`config.mk`:
```
export PLATFORM = sky130hd
export DESIGN_NAME = dmem_arbiter
export DESIGN_NICKNAME = d
export VERILOG_FILES = /design/src/rtl/dmem_arbiter_pkg.sv /design/src/rtl/dmem_rd_tracker.sv /design/src/rtl/dmem_arbiter.sv
export SDC_FILE = /design/constraint.sdc
export NUM_CORES = 1
export LEC_CHECK = 0
export ABC_AREA = 0
export CAP_MARGIN = 10
export CORE_AREA = 2 2 85 87
export CTS_CLUSTER_DIAMETER = 150
export CTS_CLUSTER_SIZE = 40
export DETAILED_ROUTE_END_ITERATION = 7
export DIE_AREA = 0 0 87 89
export GPL_ROUTABILITY_DRIVEN = 0
export GPL_TIMING_DRIVEN = 0
export PLACE_DENSITY = 0.76
export SETUP_SLACK_MARGIN = 0.1
export SYNTH_ARGS = -nofsm -noshare
export SYNTH_HDL_FRONTEND = slang
export SYNTH_SLANG_ARGS = --single-unit
```
`constraint.sdc`:
```
create_clock -name clk -period 4.5 [get_ports clk]
set_input_delay 1.35 -clock clk [delete_from_list [all_inputs] [get_ports clk]]
set_output_delay 1.35 -clock clk [all_outputs]
set_load 0.05 [all_outputs]
```
`src/rtl/dmem_arbiter_pkg.sv`:
```
// rtl/dmem_arbiter_pkg.sv - shared encodings for the data-memory port arbiter
package dmem_arbiter_pkg;

  typedef enum logic {
    S_CPU = 1'b0,
    S_DMA = 1'b1
  } arbState_t;

  localparam logic       OWN_CPU = 1'b0;
  localparam logic       OWN_DMA = 1'b1;
  localparam logic [3:0] WE_NONE = 4'b0000;

endpackage

```
`src/rtl/dmem_rd_tracker.sv`:
```
// rtl/dmem_rd_tracker.sv - remembers which requester owns the read in flight
// and decodes the per-owner rvalid one cycle after the grant.
module dmem_rd_tracker
  import dmem_arbiter_pkg::*;
(
  input  logic clk,
  input  logic rst,
  input  logic issue,
  input  logic isRead,
  input  logic owner,
  output logic cpu_rvalid,
  output logic dma_rvalid
);

  logic rdPend;
  logic rdOwner;

  always_ff @(posedge clk or posedge rst) begin
    if (rst) begin
      rdPend  <= 1'b0;
      rdOwner <= OWN_CPU;
    end else begin
      rdPend <= issue & isRead;
      if (issue & isRead) rdOwner <= owner;
    end
  end

  assign cpu_rvalid = rdPend & (rdOwner == OWN_CPU);
  assign dma_rvalid = rdPend & (rdOwner == OWN_DMA);

endmodule

```
`src/rtl/dmem_arbiter.sv`:
```
// rtl/dmem_arbiter.sv - shares DMEM block-RAM port A between the CPU X-stage
// and a DMA requester; CPU-first with starvation force-grant and bounded DMA bursts.
module dmem_arbiter
  import dmem_arbiter_pkg::*;
#(
  parameter int ADDR_W     = 12,
  parameter int DATA_W     = 32,
  parameter int STARVE_MAX = 8,
  parameter int BURST_MAX  = 16
) (
  input  logic              clk,
  input  logic              rst,
  input  logic              cpu_req,
  input  logic [3:0]        cpu_we,
  input  logic [ADDR_W-1:0] cpu_addr,
  input  logic [DATA_W-1:0] cpu_wdata,
  output logic              cpu_gnt,
  output logic              cpu_stall,
  output logic              cpu_rvalid,
  input  logic              dma_req,
  input  logic              dma_lock,
  input  logic [3:0]        dma_we,
  input  logic [ADDR_W-1:0] dma_addr,
  input  logic [DATA_W-1:0] dma_wdata,
  output logic              dma_gnt,
  output logic              dma_rvalid,
  output logic [DATA_W-1:0] rdata,
  output logic              mem_en,
  output logic [3:0]        mem_we,
  output logic [ADDR_W-1:0] mem_addr,
  output logic [DATA_W-1:0] mem_din,
  input  logic [DATA_W-1:0] mem_dout
);

  localparam int STARVE_W = $clog2(STARVE_MAX + 1);
  localparam int BURST_W  = $clog2(BURST_MAX + 1);

  arbState_t           state;
  arbState_t           nextState;
  logic [STARVE_W-1:0] starveCnt;
  logic [BURST_W-1:0]  burstCnt;
  logic                starved;
  logic                burstLast;

  assign starved   = dma_req && (starveCnt == STARVE_W'(STARVE_MAX));
  assign burstLast = (burstCnt == BURST_W'(BURST_MAX - 1));

  always_comb begin
    nextState = state;
    cpu_gnt   = 1'b0;
    dma_gnt   = 1'b0;
    case (state)
      S_CPU: begin
        if (starved)      dma_gnt = 1'b1;
        else if (cpu_req) cpu_gnt = 1'b1;
        else if (dma_req) dma_gnt = 1'b1;
        if (dma_gnt && dma_lock) nextState = S_DMA;
      end
      S_DMA: begin
        dma_gnt = dma_req;
        if (!dma_lock || !dma_req || burstLast) nextState = S_CPU;
      end
      default: nextState = S_CPU;
    endcase
  end

  assign cpu_stall = cpu_req & ~cpu_gnt;

  always_ff @(posedge clk or posedge rst) begin
    if (rst) state <= S_CPU;
    else     state <= nextState;
  end

  // The beat that takes the lock in S_CPU counts as the first beat of the burst.
  always_ff @(posedge clk or posedge rst) begin
    if (rst) begin
      burstCnt <= '0;
    end else if (nextState == S_CPU) begin
      burstCnt <= '0;
    end else if (state == S_CPU) begin
      burstCnt <= BURST_W'(1);
    end else if (dma_gnt) begin
      burstCnt <= burstCnt + BURST_W'(1);
    end
  end

  always_ff @(posedge clk or posedge rst) begin
    if (rst) begin
      starveCnt <= '0;
    end else if (dma_gnt || !dma_req) begin
      starveCnt <= '0;
    end else if (starveCnt != STARVE_W'(STARVE_MAX)) begin
      starveCnt <= starveCnt + STARVE_W'(1);
    end
  end

  // Idle cycles leave the CPU address/data on the port so only mem_en/mem_we toggle.
  assign mem_en   = cpu_gnt | dma_gnt;
  assign mem_we   = dma_gnt ? dma_we    : (cpu_gnt ? cpu_we : WE_NONE);
  assign mem_addr = dma_gnt ? dma_addr  : cpu_addr;
  assign mem_din  = dma_gnt ? dma_wdata : cpu_wdata;
  assign rdata    = mem_dout;

  dmem_rd_tracker u_rd_tracker (
    .clk        (clk),
    .rst        (rst),
    .issue      (mem_en),
    .isRead     (mem_we == WE_NONE),
    .owner      (dma_gnt ? OWN_DMA : OWN_CPU),
    .cpu_rvalid (cpu_rvalid),
    .dma_rvalid (dma_rvalid)
  );

endmodule

```
Word level (Yosys, flattened, before mapping)
Index checks and enable logic that the tools add are counted.

cells by class
  bitwise operators = 8
  add/subtract/negate cells = 2
  reduce and logical (&&, ||, !) cells = 9
  equality and inequality tests = 4
  multiplexer cells = 21

operator list
  operator                                                         count
  32-bit two-way mux                                               1
  4-bit two-way mux                                                4
  5-bit two-way mux                                                3
  12-bit two-way mux                                               1
  1-bit two-way mux                                                10
  5-bit by 1-bit adder with 5-bit output, second input constant    1
  5-bit by 4-bit == test with 1-bit output, second input constant  1
  4-bit by 1-bit adder with 4-bit output, second input constant    1
  1-bit bitwise AND                                                4
  4-bit == test, second input constant                             1
  4-bit zero test                                                  1
  4-bit inequality test, second input constant                     1
  1-bit case mux with 2 select lines                               2
  1-bit logical OR                                                 3
  3-bit inequality test, second input constant                     1
  1-bit NOT                                                        3
  1-bit logical AND                                                2
  1-bit zero test                                                  2
  2-bit nonzero test                                               1
  1-bit bitwise OR                                                 1

word-level totals
  flip-flop bits (word level) = 12
  output and inout port bits = 86
  input bits = 133

Depth between registers and ports, before layout
  depth in word-level cells = 8
  gate-level depth with buffers = 9
  mapped depth without buffers = 7

Cells and area by module
A second synthesis with hierarchy kept.

unflattened totals
  cell total of the unflattened synthesis = 146
  area, all modules = 1,448.9 um^2

by module, submodules not included
  module           area each (um^2)  cells an instance  seq. area each (um^2)  times used
  dmem_arbiter     1,358.8           139                250.2                  1
  dmem_rd_tracker  90.1              7                  50.0                   1

Worst setup path after synthesis
No wires, ideal clock.

  kind = input -> output
  start = input dma_req
  end = output mem_we[0]
  path buffers = 2
  data arrival time = 2.966 ns
  setup slack = 0.184 ns
  stages = 5
  path through = buf_2 and4b_1 buf_2 nor2_2 a22o_1

on the way
  elaborated cells on any way between the ends = 10
  classes of those cells = 9 x mux; 1 x reduce/logical

RTL lines
  what                            RTL line            RTL
  start, declared                 dmem_arbiter.sv:20  input logic dma_req,
  1-bit logical AND               dmem_arbiter.sv:45  assign starved = dma_req && (starveCnt == STARVE_W'(STARVE_MAX));
  1-bit two-way mux               dmem_arbiter.sv:54  if (starved) dma_gnt = 1'b1;
  1-bit two-way mux               dmem_arbiter.sv:52  case (state)
  net cpu_gnt                     dmem_arbiter.sv:17  output logic cpu_gnt,
  4-bit two-way mux (2 in a row)  dmem_arbiter.sv:99  assign mem_we = dma_gnt ? dma_we : (cpu_gnt ? cpu_we : WE_NONE);
  end, declared                   dmem_arbiter.sv:29  output logic [3:0] mem_we,

The timed path passes the listed nets, and every way through them passes these cells. The select of a mux whose other input is x is not followed.

Worst setup path in the final report
  start = input cpu_req
  end = output mem_din[3]

on the way
  cells in the longest elaborated chain, start to end = 5

ends and longest elaborated chain
  what                                RTL line             RTL
  start, declared                     dmem_arbiter.sv:13   input logic cpu_req,
  1-bit two-way mux                   dmem_arbiter.sv:55   else if (cpu_req) cpu_gnt = 1'b1;
  1-bit two-way mux                   dmem_arbiter.sv:54
  1-bit two-way mux                   dmem_arbiter.sv:52
  1-bit case mux with 2 select lines  dmem_arbiter.sv:52
  32-bit two-way mux                  dmem_arbiter.sv:101  assign mem_din = dma_gnt ? dma_wdata : cpu_wdata;
  end, declared                       dmem_arbiter.sv:31   output logic [DATA_W-1:0] mem_din,

Every way passes these cells. The select of a mux whose other input is x is not followed.

==> impl_metrics.tcl <==
set metrics [dict create \
    finalSetupViolCount 0 \
    slew_headroom 0.636 \
    cts_buffer_depth 2 \
    dp_hpwl_um 5760 \
    ant_nets 0 \
    vias 2166 \
    nets 571 \
    max-vdd-ir-drop_mv 0.250 \
    drtPass1Iterations 4 \
    placed_area_sq_um 3410 \
    worst_slew_pin_slew_ps 544 \
    io_buffers 185 \
    wl_per_cell_um 13.0 \
    rsz0062_at_grt "false" \
    grt_pass1_wl_um 9080 \
    vias_per_cell 4.23 \
    die-area_sq_um 7740 \
    reg2reg_from "starveCnt[0]" \
    first_global_vias 1915 \
    layout-drive-gt1-share 0.241 \
    synthCells 240 \
    synth.distinct_cells 30 \
    syn_to_final_growth_pct 124 \
    setup_ws_ps 173 \
    reg2reg_to "u_rd_tracker.rdOwner" \
    numCtsBuffers 3 \
    placedCellCount 505 \
    drcViolationCount 0 \
    start_util 0.217 \
    whs_endpoint "starveCnt[0]" \
    drv_slew 0 \
    grt_overflow 0 \
    hp-start "starveCnt[0]" \
    period_share 0.961 \
    hold_class "reg -> reg" \
    final.setup_skew_ps 2.76 \
    drt-total-wl_um 6660 \
    finalCriticalPeriod_ps 4330 \
    synth_area_sq_um 1460 \
    antenna_found_initial 0 \
    rows 30 \
    hold_buffers 0 \
    endpoint_kind "output port" \
    clk_pin_slew_ps 50 \
    path_class "in -> out" \
    die_y_um 89 \
    drtIter0Drc 27 \
    cts_tree "built" \
    maxCapViolCount 0 \
    fillers 695 \
    crit_start "cpu_req" \
    synth_seq_cells 12 \
    yosysSeqAreaShare 0.206 \
    io_pins 219 \
    stdcell_area_sq_um 3270 \
    grt_max_degree 13 \
    cts_num_sinks 12 \
    min_path_cells 1 \
    fin_cells 512 \
    clock_latency_ps 240 \
    fin_util 0.487 \
    ctsHtreeMaxLevel 1 \
    ys_warn_count 0 \
    worstPathArrival_ps 2980 \
    dieWidth_um 87 \
    synth_fp_nets 377 \
    critical_path_required_ps 3150 \
    power.density_nw_per_um2 214 \
    fin_total_pwr_uw 701 \
    avgSynthCellArea_sq_um 6.08 \
    hold_viol_final 0 \
    start_kind "input pin" \
    track_usage 0.144 \
    antenna_cells 0 \
    fmaxAchievable_mhz 231 \
    r2r_slack_ps 2740 \
    power.leakage_nw 1.68 \
    crit_fanout 10 \
    status "finished clean" \
    dp_slack_ps -510 \
    cts-root-buf "clkbuf_8" \
    ff2ff_path_depth 9 \
    coreArea_sq_um 6720 \
]
state kept, by name, summed over array words and instances, names as in the netlist:
signal and cells:
burstCnt 5, starveCnt 4, state 1, u_rd_tracker.rdOwner 1, u_rd_tracker.rdPend 1
cells by family (layout without fill, tap and decap cells):
| kind of cell | Yosys count | in the layout | share of synthesized area |
|---|---|---|---|
| adder cells (fa/ha/maj) | 4 | 4 | 0.0343 |
| flip-flops | 12 | 12 | 0.206 |
| buffers and inverters | 49 | 241 | 0.222 |
| XOR/XNOR | 5 | 5 | 0.0300 |
| AO/OA/AOI/OAI | 11 | 11 | 0.0695 |
| AND/OR/NAND/NOR | 159 | 159 | 0.438 |
layer usage:
layer	up-vias	GRT usage	routed length [um]
met5	-	0	0
met2	111	0.299	3650
li1	1099	-	-
met4	0	0.0241	80
met1	948	0.147	2320
met3	8	0.0314	608
synth_stat cells (all sizes together):
| cell type | count | area (sq um) |
|---|---|---|
| a22o | 4 | 35.0 |
| nand4b | 1 | 8.76 |
| o21ai | 1 | 5.00 |
| nor2b | 2 | 12.5 |
| nor2 | 8 | 32.5 |
| a221oi | 1 | 15.0 |
| nor3 | 2 | 10.0 |
| or3 | 1 | 6.26 |
| nand3 | 2 | 10.0 |
| a211o | 1 | 8.76 |
| buf | 43 | 302 |
| nand2 | 136 | 510 |
| o41ai | 1 | 8.76 |
| and4b | 1 | 10.0 |
| nand3b | 1 | 7.51 |
| a22oi | 1 | 7.51 |
| ha | 4 | 50.1 |
| nand2b | 2 | 12.5 |
| and3 | 2 | 12.5 |
| a21oi | 2 | 21.3 |
| xnor2 | 3 | 26.3 |
| xor2 | 2 | 17.5 |
| dfrtp | 12 | 300 |
| and2 | 1 | 6.26 |
| inv | 6 | 22.5 |
where the power goes:
group | switching (mW) | leakage [nW] | internal [mW]
combinational | 0.305 | 1.50 | 0.185
clock | 0.0357 | 0.0216 | 0.0587
sequential | 0.00445 | 0.164 | 0.113
total | 0.345 | 1.68 | 0.357
cell type report:
class	instances	area, sq um	area share
timing repair buffer	190	1660	0.506
multi-input combinational	179	842	0.257
buffer	42	307	0.0937
sequential	12	300	0.0917
tap	80	100	0.0306
clock buffer	3	41.3	0.0126
inverter	6	25.0	0.00765
worst max-delay path, cell delays in order:
cell	delay, ps
clkdlybuf4s50_1	550
nand2b_4	100
a21oi_4	280
clkbuf_4	270
nand2_1	70
nand2_1	80
buf_2	260
worst max-delay path by stage:
stage	end	cells past startpoint	slack, ps
final	mem_din[3]	7	170
after global routing	mem_din[9]	7	110
after CTS	mem_din[3]	8	40
after detailed placement	mem_din[8]	7	-510
after global placement	mem_din[18]	7	-490
after floorplan	mem_we[0]	5	180
metrics by stage:
step / setup TNS [ps] / hold slack [ps]
finish: 0 / 508
global route: 0 / 539
CTS: 0 / 515
detailed placement: -23480 / 506
global placement: -22710 / 476
floorplan: 0 / 450
timing repair:
action                     CTS  global route
pin swaps                    1             1
gates resized for setup    236            20
hold endpoints to repair     0             0
setup endpoints to repair   51            31
buffers inserted             3             2
layout by cell type (no fill, tap or decap), drive strengths merged, types with 2 or more instances in the layout:
cell type	Yosys	final
ha	4	4
nor2b	2	2
nand3	2	2
inv	6	6
clkdlybuf4s50	0	134
xor2	2	2
nor3	2	2
nand2	136	136
clkbuf	0	11
nor2	8	8
a22o	4	4
xnor2	3	3
dfrtp	12	12
buf	43	87
dlygate4sd2	0	2
and3	2	2
nand2b	2	2
a21oi	2	2
No activity file was read; power rests on OpenSTA's default activity.
